File: config.mk
export PLATFORM = sky130hd
export DESIGN_NAME = arith_share_arb
export DESIGN_NICKNAME = d
export VERILOG_FILES = /design/src/rtl/arith_share_arb.sv
export SDC_FILE = /design/constraint.sdc
export NUM_CORES = 1
export LEC_CHECK = 0
export CORE_AREA = 2 2 159 161
export CTS_CLUSTER_DIAMETER = 150
export CTS_CLUSTER_SIZE = 28
export DETAILED_ROUTE_END_ITERATION = 6
export DIE_AREA = 0 0 161 163
export GPL_TIMING_DRIVEN = 0
export PLACE_DENSITY = 0.71
export REMOVE_ABC_BUFFERS = 1
export SLEW_MARGIN = 20
export SYNTH_ARGS = -nofsm -noshare
export SYNTH_HDL_FRONTEND = slang
export SYNTH_SLANG_ARGS = --single-unit
File: constraint.sdc
create_clock -name clk -period 1.7 [get_ports clk]
set_input_delay 0.17 -clock clk [delete_from_list [all_inputs] [get_ports clk]]
set_output_delay 0.17 -clock clk [all_outputs]
set_load 0.02 [all_outputs]
File: src/rtl/arith_share_arb.sv
// Round-robin arbiter sharing one two-operand arithmetic unit among NUM_REQ requesters.
// Each grant runs one operand/result exchange with the unit, then returns the result.
module arith_share_arb #(
    parameter int NUM_REQ = 4,
    parameter int WIDTH   = 32
) (
    input  logic                       clk,
    input  logic                       rst,
    input  logic [NUM_REQ-1:0]         req_valid,
    output logic [NUM_REQ-1:0]         req_ready,
    input  logic [NUM_REQ*WIDTH-1:0]   req_a_data,
    input  logic [NUM_REQ*WIDTH-1:0]   req_b_data,
    output logic [NUM_REQ-1:0]         resp_valid,
    input  logic [NUM_REQ-1:0]         resp_ready,
    output logic [WIDTH-1:0]           resp_data,
    output logic                       unit_a_valid,
    input  logic                       unit_a_ready,
    output logic [WIDTH-1:0]           unit_a_data,
    output logic                       unit_b_valid,
    input  logic                       unit_b_ready,
    output logic [WIDTH-1:0]           unit_b_data,
    input  logic                       unit_result_valid,
    output logic                       unit_result_ready,
    input  logic [WIDTH-1:0]           unit_result_data,
    output logic                       busy,
    output logic [$clog2(NUM_REQ)-1:0] grant_idx
);
    localparam int IW = $clog2(NUM_REQ);
    localparam int SW = IW + 1;

    typedef enum logic [1:0] {IDLE, EXEC, RESP} state_t;

    state_t               state;
    logic [IW-1:0]        rr_ptr;
    logic [IW-1:0]        win;
    logic [SW-1:0]        sum;
    logic [2*NUM_REQ-1:0] rot;
    logic [WIDTH-1:0]     sel_a, sel_b;
    logic [WIDTH-1:0]     a_reg, b_reg, r_reg;
    logic                 a_done, b_done, r_done;
    logic                 start, exec, a_hs, b_hs, r_hs, resp_hs;

    // Rotate so bit 0 is rr_ptr; scanning downward leaves the lowest hit in win.
    always_comb begin
        rot = {req_valid, req_valid} >> rr_ptr;
        win = rr_ptr;
        sum = '0;
        for (int i = NUM_REQ - 1; i >= 0; i--) begin
            if (rot[i]) begin
                sum = {1'b0, rr_ptr} + SW'(i);
                if (sum >= SW'(NUM_REQ)) sum = sum - SW'(NUM_REQ);
                win = sum[IW-1:0];
            end
        end
    end

    always_comb begin
        sel_a = '0;
        sel_b = '0;
        for (int i = 0; i < NUM_REQ; i++) begin
            if (win == IW'(i)) begin
                sel_a = req_a_data[i*WIDTH +: WIDTH];
                sel_b = req_b_data[i*WIDTH +: WIDTH];
            end
        end
    end

    assign start     = (state == IDLE) && (|req_valid) && !rst;
    assign req_ready = start ? (NUM_REQ'(1) << win) : '0;

    assign exec              = (state == EXEC) && !rst;
    assign unit_a_valid      = exec && !a_done;
    assign unit_b_valid      = exec && !b_done;
    assign unit_result_ready = exec && !r_done;
    assign unit_a_data       = a_reg;
    assign unit_b_data       = b_reg;

    assign a_hs = unit_a_valid && unit_a_ready;
    assign b_hs = unit_b_valid && unit_b_ready;
    assign r_hs = unit_result_valid && unit_result_ready;

    assign resp_valid = (state == RESP && !rst) ? (NUM_REQ'(1) << grant_idx) : '0;
    assign resp_data  = r_reg;
    assign resp_hs    = |(resp_valid & resp_ready);
    assign busy       = (state != IDLE) && !rst;

    always_ff @(posedge clk) begin
        if (rst) begin
            state     <= IDLE;
            rr_ptr    <= '0;
            grant_idx <= '0;
            a_done    <= 1'b0;
            b_done    <= 1'b0;
            r_done    <= 1'b0;
            a_reg     <= '0;
            b_reg     <= '0;
            r_reg     <= '0;
        end else begin
            unique case (state)
                IDLE: begin
                    if (start) begin
                        a_reg     <= sel_a;
                        b_reg     <= sel_b;
                        grant_idx <= win;
                        a_done    <= 1'b0;
                        b_done    <= 1'b0;
                        r_done    <= 1'b0;
                        state     <= EXEC;
                    end
                end
                EXEC: begin
                    if (a_hs) a_done <= 1'b1;
                    if (b_hs) b_done <= 1'b1;
                    if (r_hs) begin
                        r_done <= 1'b1;
                        r_reg  <= unit_result_data;
                    end
                    if ((a_done || a_hs) && (b_done || b_hs) && (r_done || r_hs))
                        state <= RESP;
                end
                RESP: begin
                    if (resp_hs) begin
                        state  <= IDLE;
                        rr_ptr <= (grant_idx == IW'(NUM_REQ - 1)) ? '0 : grant_idx + 1'b1;
                    end
                end
                default: state <= IDLE;
            endcase
        end
    end
endmodule

==> reports/summary.txt <==
Final worst path period share - 122%
Synthesis-to-finish area growth - 107%
Clock share of power - 25.6%
Slowest stage delay, CP - 0.50 ns
Number of I/O pins - 411
Critical Path RT - 1.94 ns
RSZ-0062 raised after global routing - true
Post-Synth Adder-Cell Area - 0.867%
Leak - 4.33 nW
Setup CP Type - reg2reg
Final WS setup - -0.375 ns
Crit path DAT - 2.31 ns
Final Max Slew Viols - 0
Post-synth ARST share - 0%
DP Worst Slack - -1.99 ns
DR WL/cell - 21.1 um
Critical path's slowest cell - a2111o_2
Ys flop type - dfxtp_1
Top delay family on crit path - compound AO/OA/AOI/OAI gates
Starting Density - 23.4%
GPL Wtd Cong - 0.802
Register clock-pin slew on the reported worst setup and hold paths - 0.09 ns
Core area - 24700 um2
CP Launch Type - flop
All-Layer GR Usage - 22.4%
CTS Hold Buffers Added - 0
Fmax - 482 MHz
Status - finished, violations left
Residual DRC - 0
Power Total - 8.65 mW
Part of the power in registers - 33.5%
Final setup fails - 69
Most common cell after layout, fill and taps aside - clkdlybuf4s50_1
Die height - 163 um
Slew @ Worst Pin - 0.940 ns
Post-synth EDFFs - 0
CTS root buf - clkbuf_16
Clock sinks - 105
First-pass GRT wire length - 44.7 mm
Post-DP HPWL - 19.9 mm
Post-Synthesis Cells - 759
Worst slew margin - 37.2%
Mapped cell area - 5780 um2
Port bufs - 410
#FFs+latches synth - 105
CP Max Fanout - 55
Int Power - 5.62 mW
Most frequent cells in the layout - 393 x clkdlybuf4s50_1, 100 x dfxtp_1, 94 x nand2_1, 81 x a21oi_1, 48 x o21ai_0
Worst Skew - 0.0114 ns
Dominant cells by area after synthesis - dfxtp_1 36%, a21oi_1 7.6%, nand2_1 7.1%
CTS tree - built
Buf+Inv Stages, Crit Path - 2
Power per cell area - 723 nW/um2
Post-route ant nets - 0
Simple-Gate Fraction of Synth Area - 17.9%
Yosys warning count - 0
Clk_lat worst skew - 0.36 ns
Sw frac - 35.0%
Final #Nets - 1489
Sequential-to-total area share from yosys stat - 36.4%
Avg Synthesized Cell Area - 7.61 um2
Drt first pass iters - 5
Fill cell count - 2357
Final Hold Vio Count - 0
Die area - 26200 um2
Rows - 58
Gate power share - 40.9%
Worst setup EP type - flop
Largest family of logic cells by synthesized area - compound AO/OA/AOI/OAI gates
Longest Clk Path Bufs - 2
Area share of the largest cell type after synthesis - 36.4%
Die Span X - 161 um
Yosys cell types - 45
Via density - 5.17
DRT iter0 DRCs - 490
TritonCTS Buffers - 9
Via count - 7860
Cells along the critical path - and3b_2, a2111o_2, buf_4, buf_12, and3_1, o21ai_1, a21oi_1
Post-Route WL - 32.1 mm
Mux cell area share after synthesis - 0.173%
Worst hold path class - in2reg
Peak supply drop - 0.000364 V
Max_cap viols - 0
Area share of xor/xnor cells in the synthesized design - 0%
Htree depth - 3
Post-synthesis compound-gate area fraction - 38.3%
Initial antenna violation count - 3
Post-route minimum period - 2.08 ns
Pin count of the biggest net entering global routing - 65
Failing checks - setup timing
Net load switching power - 3.03 mW
Largest area contributor in the netlist - dfxtp_1
GRT Residual Overflow - 0
Fraction of layout cells with a size suffix above 1 - 20.7%
Vias in the first global route - 7485
synthesized netlist by cell type (2+ instances only):
cell and number:
a21boi_0 37, clkbuf_1 44, nand2_1 110, o21bai_1 2, o32ai_1 15, o21ai_1 27
nor3b_1 3, nand3_1 2, and2_1 7, a22oi_1 2, a211oi_1 6, nor2_1 33
dfxtp_1 105, nand2b_1 4, a21oi_1 88, and3_1 42, a221oi_1 35, o22ai_1 15
o21ai_0 70, o221ai_1 10, nor2b_1 4, a311oi_1 2, ha_1 4, nor3_1 8
a2bb2oi_1 23, o31ai_1 6, buf_2 32, inv_1 6
final cells by class:
cell class	instances	area, um2	area share, %
Inverter	6	31.3	0.261
Sequential cell	105	2120	17.7
Tap cell	330	413	3.45
Multi-Input combinational cell	584	4200	35.1
Antenna cell	1	2.50	0.0209
Clock buffer	9	225	1.88
Clock inverter	7	67.6	0.565
Timing Repair Buffer	478	4910	41.0
worst register-to-register path, cell delays in order, from the launching register on:
cell      delay, ns
dfxtp_4        0.37
and3b_2        0.22
a2111o_2       0.50
buf_4          0.22
buf_12         0.19
and3_1         0.22
o21ai_1        0.16
a21oi_1        0.08
layer usage:
metal  share of wire [%]  track usage [%]  vias to the layer above
li1                    -                -                     3696
met4                 2.7             7.55                        6
met1                  39             26.0                     3713
met2                  50             39.8                      381
met3                 7.4             6.06                       64
met5                0.12                0                        -
logic make-up after synthesis:
| kind of cell | count (synthesis) |
|---|---|
| AOI/OAI and AO/OA | 343 |
| DFF | 105 |
| buffers and inverters | 85 |
| adders and majority gates | 4 |
| muxes | 1 |
| and+or+nand+nor | 221 |
power groups by stage:
stage	sequential, mW	combinational, mW	clock [mW]
6_report	2.90	3.54	2.21
5_1_grt	2.93	3.74	2.36
4_1_cts	2.89	3.30	2.27
3_5_place_dp	2.94	2.99	0
3_3_place_gp	2.93	2.91	0
2_1_floorplan	3.25	0.899	0
worst paths after layout:
kind,slack [ns],endpoint,cells after the start,start
hold / removal,0.08,unit_a_data[7],2,rst
hold reg to reg,0.46,resp_data[23],2,resp_data[23]
setup / recovery,-0.38,unit_a_data[22],7,rr_ptr[1]
setup reg to reg,-0.38,unit_a_data[22],7,rr_ptr[1]
stage by stage:
step	util (%)	instances	hold WS, ns	setup TNS (ns)	area [um2]
finish	48.5	1520	0.0847	-15.83	12000
global route	48.5	1519	0.0747	-20.78	12000
CTS	46.1	1492	0.0599	-13.47	11400
detailed placement	41.5	1431	0.445	-103.75	10200
global placement	40.3	1420	0.441	-435.23	9940
floorplan	-	680	0.239	-107.84	5430
sequential cells by signal, indices dropped and copies added (netlist names), 2 cells and up:
register	flops
unit_a_data	32
state	2
unit_b_data	32
grant_idx	2
resp_data	32
rr_ptr	2
repair_timing:
action | 4_1_cts | 5_1_grt
endpoints found under the setup margin | 114 | 102
gates cloned | 14 | 5
setup buffers | 31 | 26
resized for setup | 170 | 119
pin swaps | 24 | 30
Power figures use the tool's default switching activity.
==> variant, RTL diff (same settings) <==
The 3 states of `state_t` get a one-hot encoding in 3 bits.
--- a/src/rtl/arith_share_arb.sv
+++ b/src/rtl/arith_share_arb.sv
@@ -28,7 +28,7 @@
     localparam int IW = $clog2(NUM_REQ);
     localparam int SW = IW + 1;
 
-    typedef enum logic [1:0] {IDLE, EXEC, RESP} state_t;
+    typedef enum logic [2:0] {IDLE = 3'b001, EXEC = 3'b010, RESP = 3'b100} state_t;
 
     state_t               state;
     logic [IW-1:0]        rr_ptr;
Formal check against the unedited RTL: no difference found for any inputs over 4 cycles, from zero or initial values and one cycle with rst high; so few cycles prove little.
==> variant against the unedited design <==
  * The run still ends with negative setup slack left
  * Combinational power rose by 51%
  * Area after synthesis rose by 4.4%
  * Die area did not move
  * Hold slack improved by 0.17 ns
  * Synthesized cell count fell by 2.8%
  * Final area rose by 12%
  * Routed wire length rose by 7.3%
  * Sequential cell count rose by 1
  * Setup slack improved by 0.032 ns
  * Largest cell class unchanged
  * Power rose by 22%
==> variant: results (changes against the unedited design) <==
* Critical path arrival: 2.32 ns
* Initial antenna violation count: 0 (-3)
- The antenna cell count is 0 (-1).
- Worst Reg2Reg Path Length in Cells: 7 (unchanged)
* Layout cells sized above 1: 29.90% (+9.2 points)
* Share of synthesized registers carrying an async set or reset: 0% (unchanged)
- The clock insertion delay at the later pin of the skew report came to 0.36 ns (about the same).
* Number of iterations in the first detailed-routing pass: 5 (unchanged)
- Max rail drop VDD: 484.9 uV (+33%)
- The total of warnings raised by yosys was 0 (unchanged).
- Maximum fanout along the worst path: 4 (-93%)
- The level count of the clock H-tree came to 3 (unchanged).
- Standby leakage power: 4.587 nW (+6.0%)
- Number of stages on the worst hold path: 2 (unchanged)
* Critical path origin: state[2]$_SDFFE_PP0P_
- The global router's overall resource usage came to 23.98% (+1.6 points).
- The number of library cell types mapped by synthesis came to 44 (-2.2%).
- Net total in the final layout: 1504 (+1.0%)
* Clock tree root driver cell: clkbuf_16
* Sequential-to-total area share from yosys stat: 35.18% (-1.2 points)
- Hold path start: rst
* Final setup margin: -0.3433 ns (+0.03192 ns)
* Violated checks: negative setup slack
- The final count of hold timing violations came to 0 (unchanged).
- The worst max-slew margin expressed relative to the limit came to 64.40% (+27 points).
* Outcome: finished, violations left
- Routed length per placed instance: 22.48 um (+6.3%)
- Port-buffer cells: 410 (unchanged)
* Most frequent cells after synthesis: nand2_1 (109), dfxtp_1 (106), mux2i_1 (90), a21oi_1 (77), o221ai_1 (61)
* TritonCTS buffer count: 9 (unchanged)
- Count of fill cells added during filler insertion: 2152 (-8.7%)
* Violation count after the first detailed-routing iteration: 499 (+1.8%)
- The number of global-route vias before repair came to 8139 (+8.7%).
- Final setup violation count: 110 (+59%)
- Path category of the worst min-delay check: input port to register
- Sorting the synthesized cells by area gives the leading types as dfxtp_1 (35%), mux2i_1 (15%), o221ai_1 (8.9%).
- Buffer depth of the longest clock path: 2 (unchanged)
- Final GP Congestion: 0.8051 (+0.44%)
* Clock transition at the registers of the reported paths: 0.09 ns (about the same)
- Global-route wire length before repair: 47760 um (+7.0%)
- The setup clock skew after layout is 0.01779 ns (+0.006358 ns).
* Setup TNS after final layout: -24.54 ns (-8.712 ns)
- The routed via count came to 8170 (+3.9%).
* Total half-perimeter wirelength after legalization and detailed placement: 20310 um (+1.9%)
- Post-synth top flop: dfxtp_1
- Maximum number of pins on one net before global-route repair: 53 (-18%)
-- variant: cell types whose count changed after synthesis, sizes merged, moves of 33 or more --
cell	delta
nor3	+33
mux2i	+89
a21boi	-37
o221ai	+51
and3	-41
o21ai	-90
-- variant: area by class of cell --
| type | count | area, um2 | share of cell area (%) |
|---|---|---|---|
| multi-input cells | 566 | 4888 | 36.61 |
| repair buffers | 512 | 5604 | 41.97 |
| clock inverters | 7 | 65.06 | 0.4872 |
| inverters | 4 | 15.01 | 0.1124 |
| clock buffers | 9 | 225.2 | 1.686 |
| flip-flops and latches | 106 | 2143 | 16.05 |
| well taps | 330 | 412.9 | 3.092 |
-- variant: per-layer routing --
layer | GRT usage (%) | vias to the layer above | part of all wire, %
met1 | 26.23 | 3991 | 36
met5 | 0 | - | 0
met3 | 5.322 | 65 | 7.1
met4 | 9.619 | 0 | 4.2
li1 | - | 3708 | -
met2 | 44.83 | 406 | 52
-- variant: path summary, 6_finish.rpt --
kind                                     end  slack, ns
setup / recovery       state[2]$_SDFFE_PP0P_      -0.34
hold / removal     grant_idx[1]$_SDFFE_PP0P_       0.25
setup reg to reg       state[2]$_SDFFE_PP0P_      -0.34
hold reg to reg   resp_data[24]$_SDFFE_PP0P_       0.46
-- variant: cell families (layout without fill, tap and decap cells) --
kind of cell | count (synthesis) | in the layout | synth area share [%]
muxes | 90 | 90 | 14.93
and+or+nand+nor | 264 | 275 | 19.98
DFF | 106 | 106 | 35.18
AOI/OAI and AO/OA | 197 | 197 | 23.13
adders and majority gates | 4 | 4 | 0.8297
buffers and inverters | 77 | 532 | 5.953
-- variant: worst max-delay path: stages (launching register included) --
cell	delay, ns
dfxtp_4	0.38
or4b_4	0.54
buf_6	0.14
nor3b_4	0.21
buf_4	0.16
nor2_4	0.04
o31ai_4	0.23
and4_1	0.27
-- variant: metrics by stage --
step / utilization [%] / worst slack (ns) / cells / cell area, um2 / hold WS (ns)
6_report: 54.12 / -0.3433 / 1534 / 13350 / 0.2539
2_1_floorplan: - / -2.341 / 665 / 5688 / 0.2391
3_5_place_dp: 42.53 / -1.766 / 1417 / 10490 / 0.4479
5_1_grt: 54.12 / -0.4031 / 1534 / 13350 / 0.2718
4_1_cts: 50.66 / -0.3496 / 1519 / 12500 / 0.2341
3_3_place_gp: 41.36 / -4.639 / 1405 / 10200 / 0.4416
-- variant: repair_timing --
item	4_1_cts	5_1_grt
buffers inserted	65	10
endpoints found under the setup margin	116	112
cloned	21	6
gates resized for setup	242	157
pin swaps	84	73
-- variant: report_power, final --
part | leakage (nW) | internal [mW] | switching [mW]
combinational | 3.58 | 2.79 | 2.54
sequential | 0.872 | 2.80 | 0.243
clock | 0.137 | 1.03 | 1.14
total | 4.59 | 6.63 | 3.92
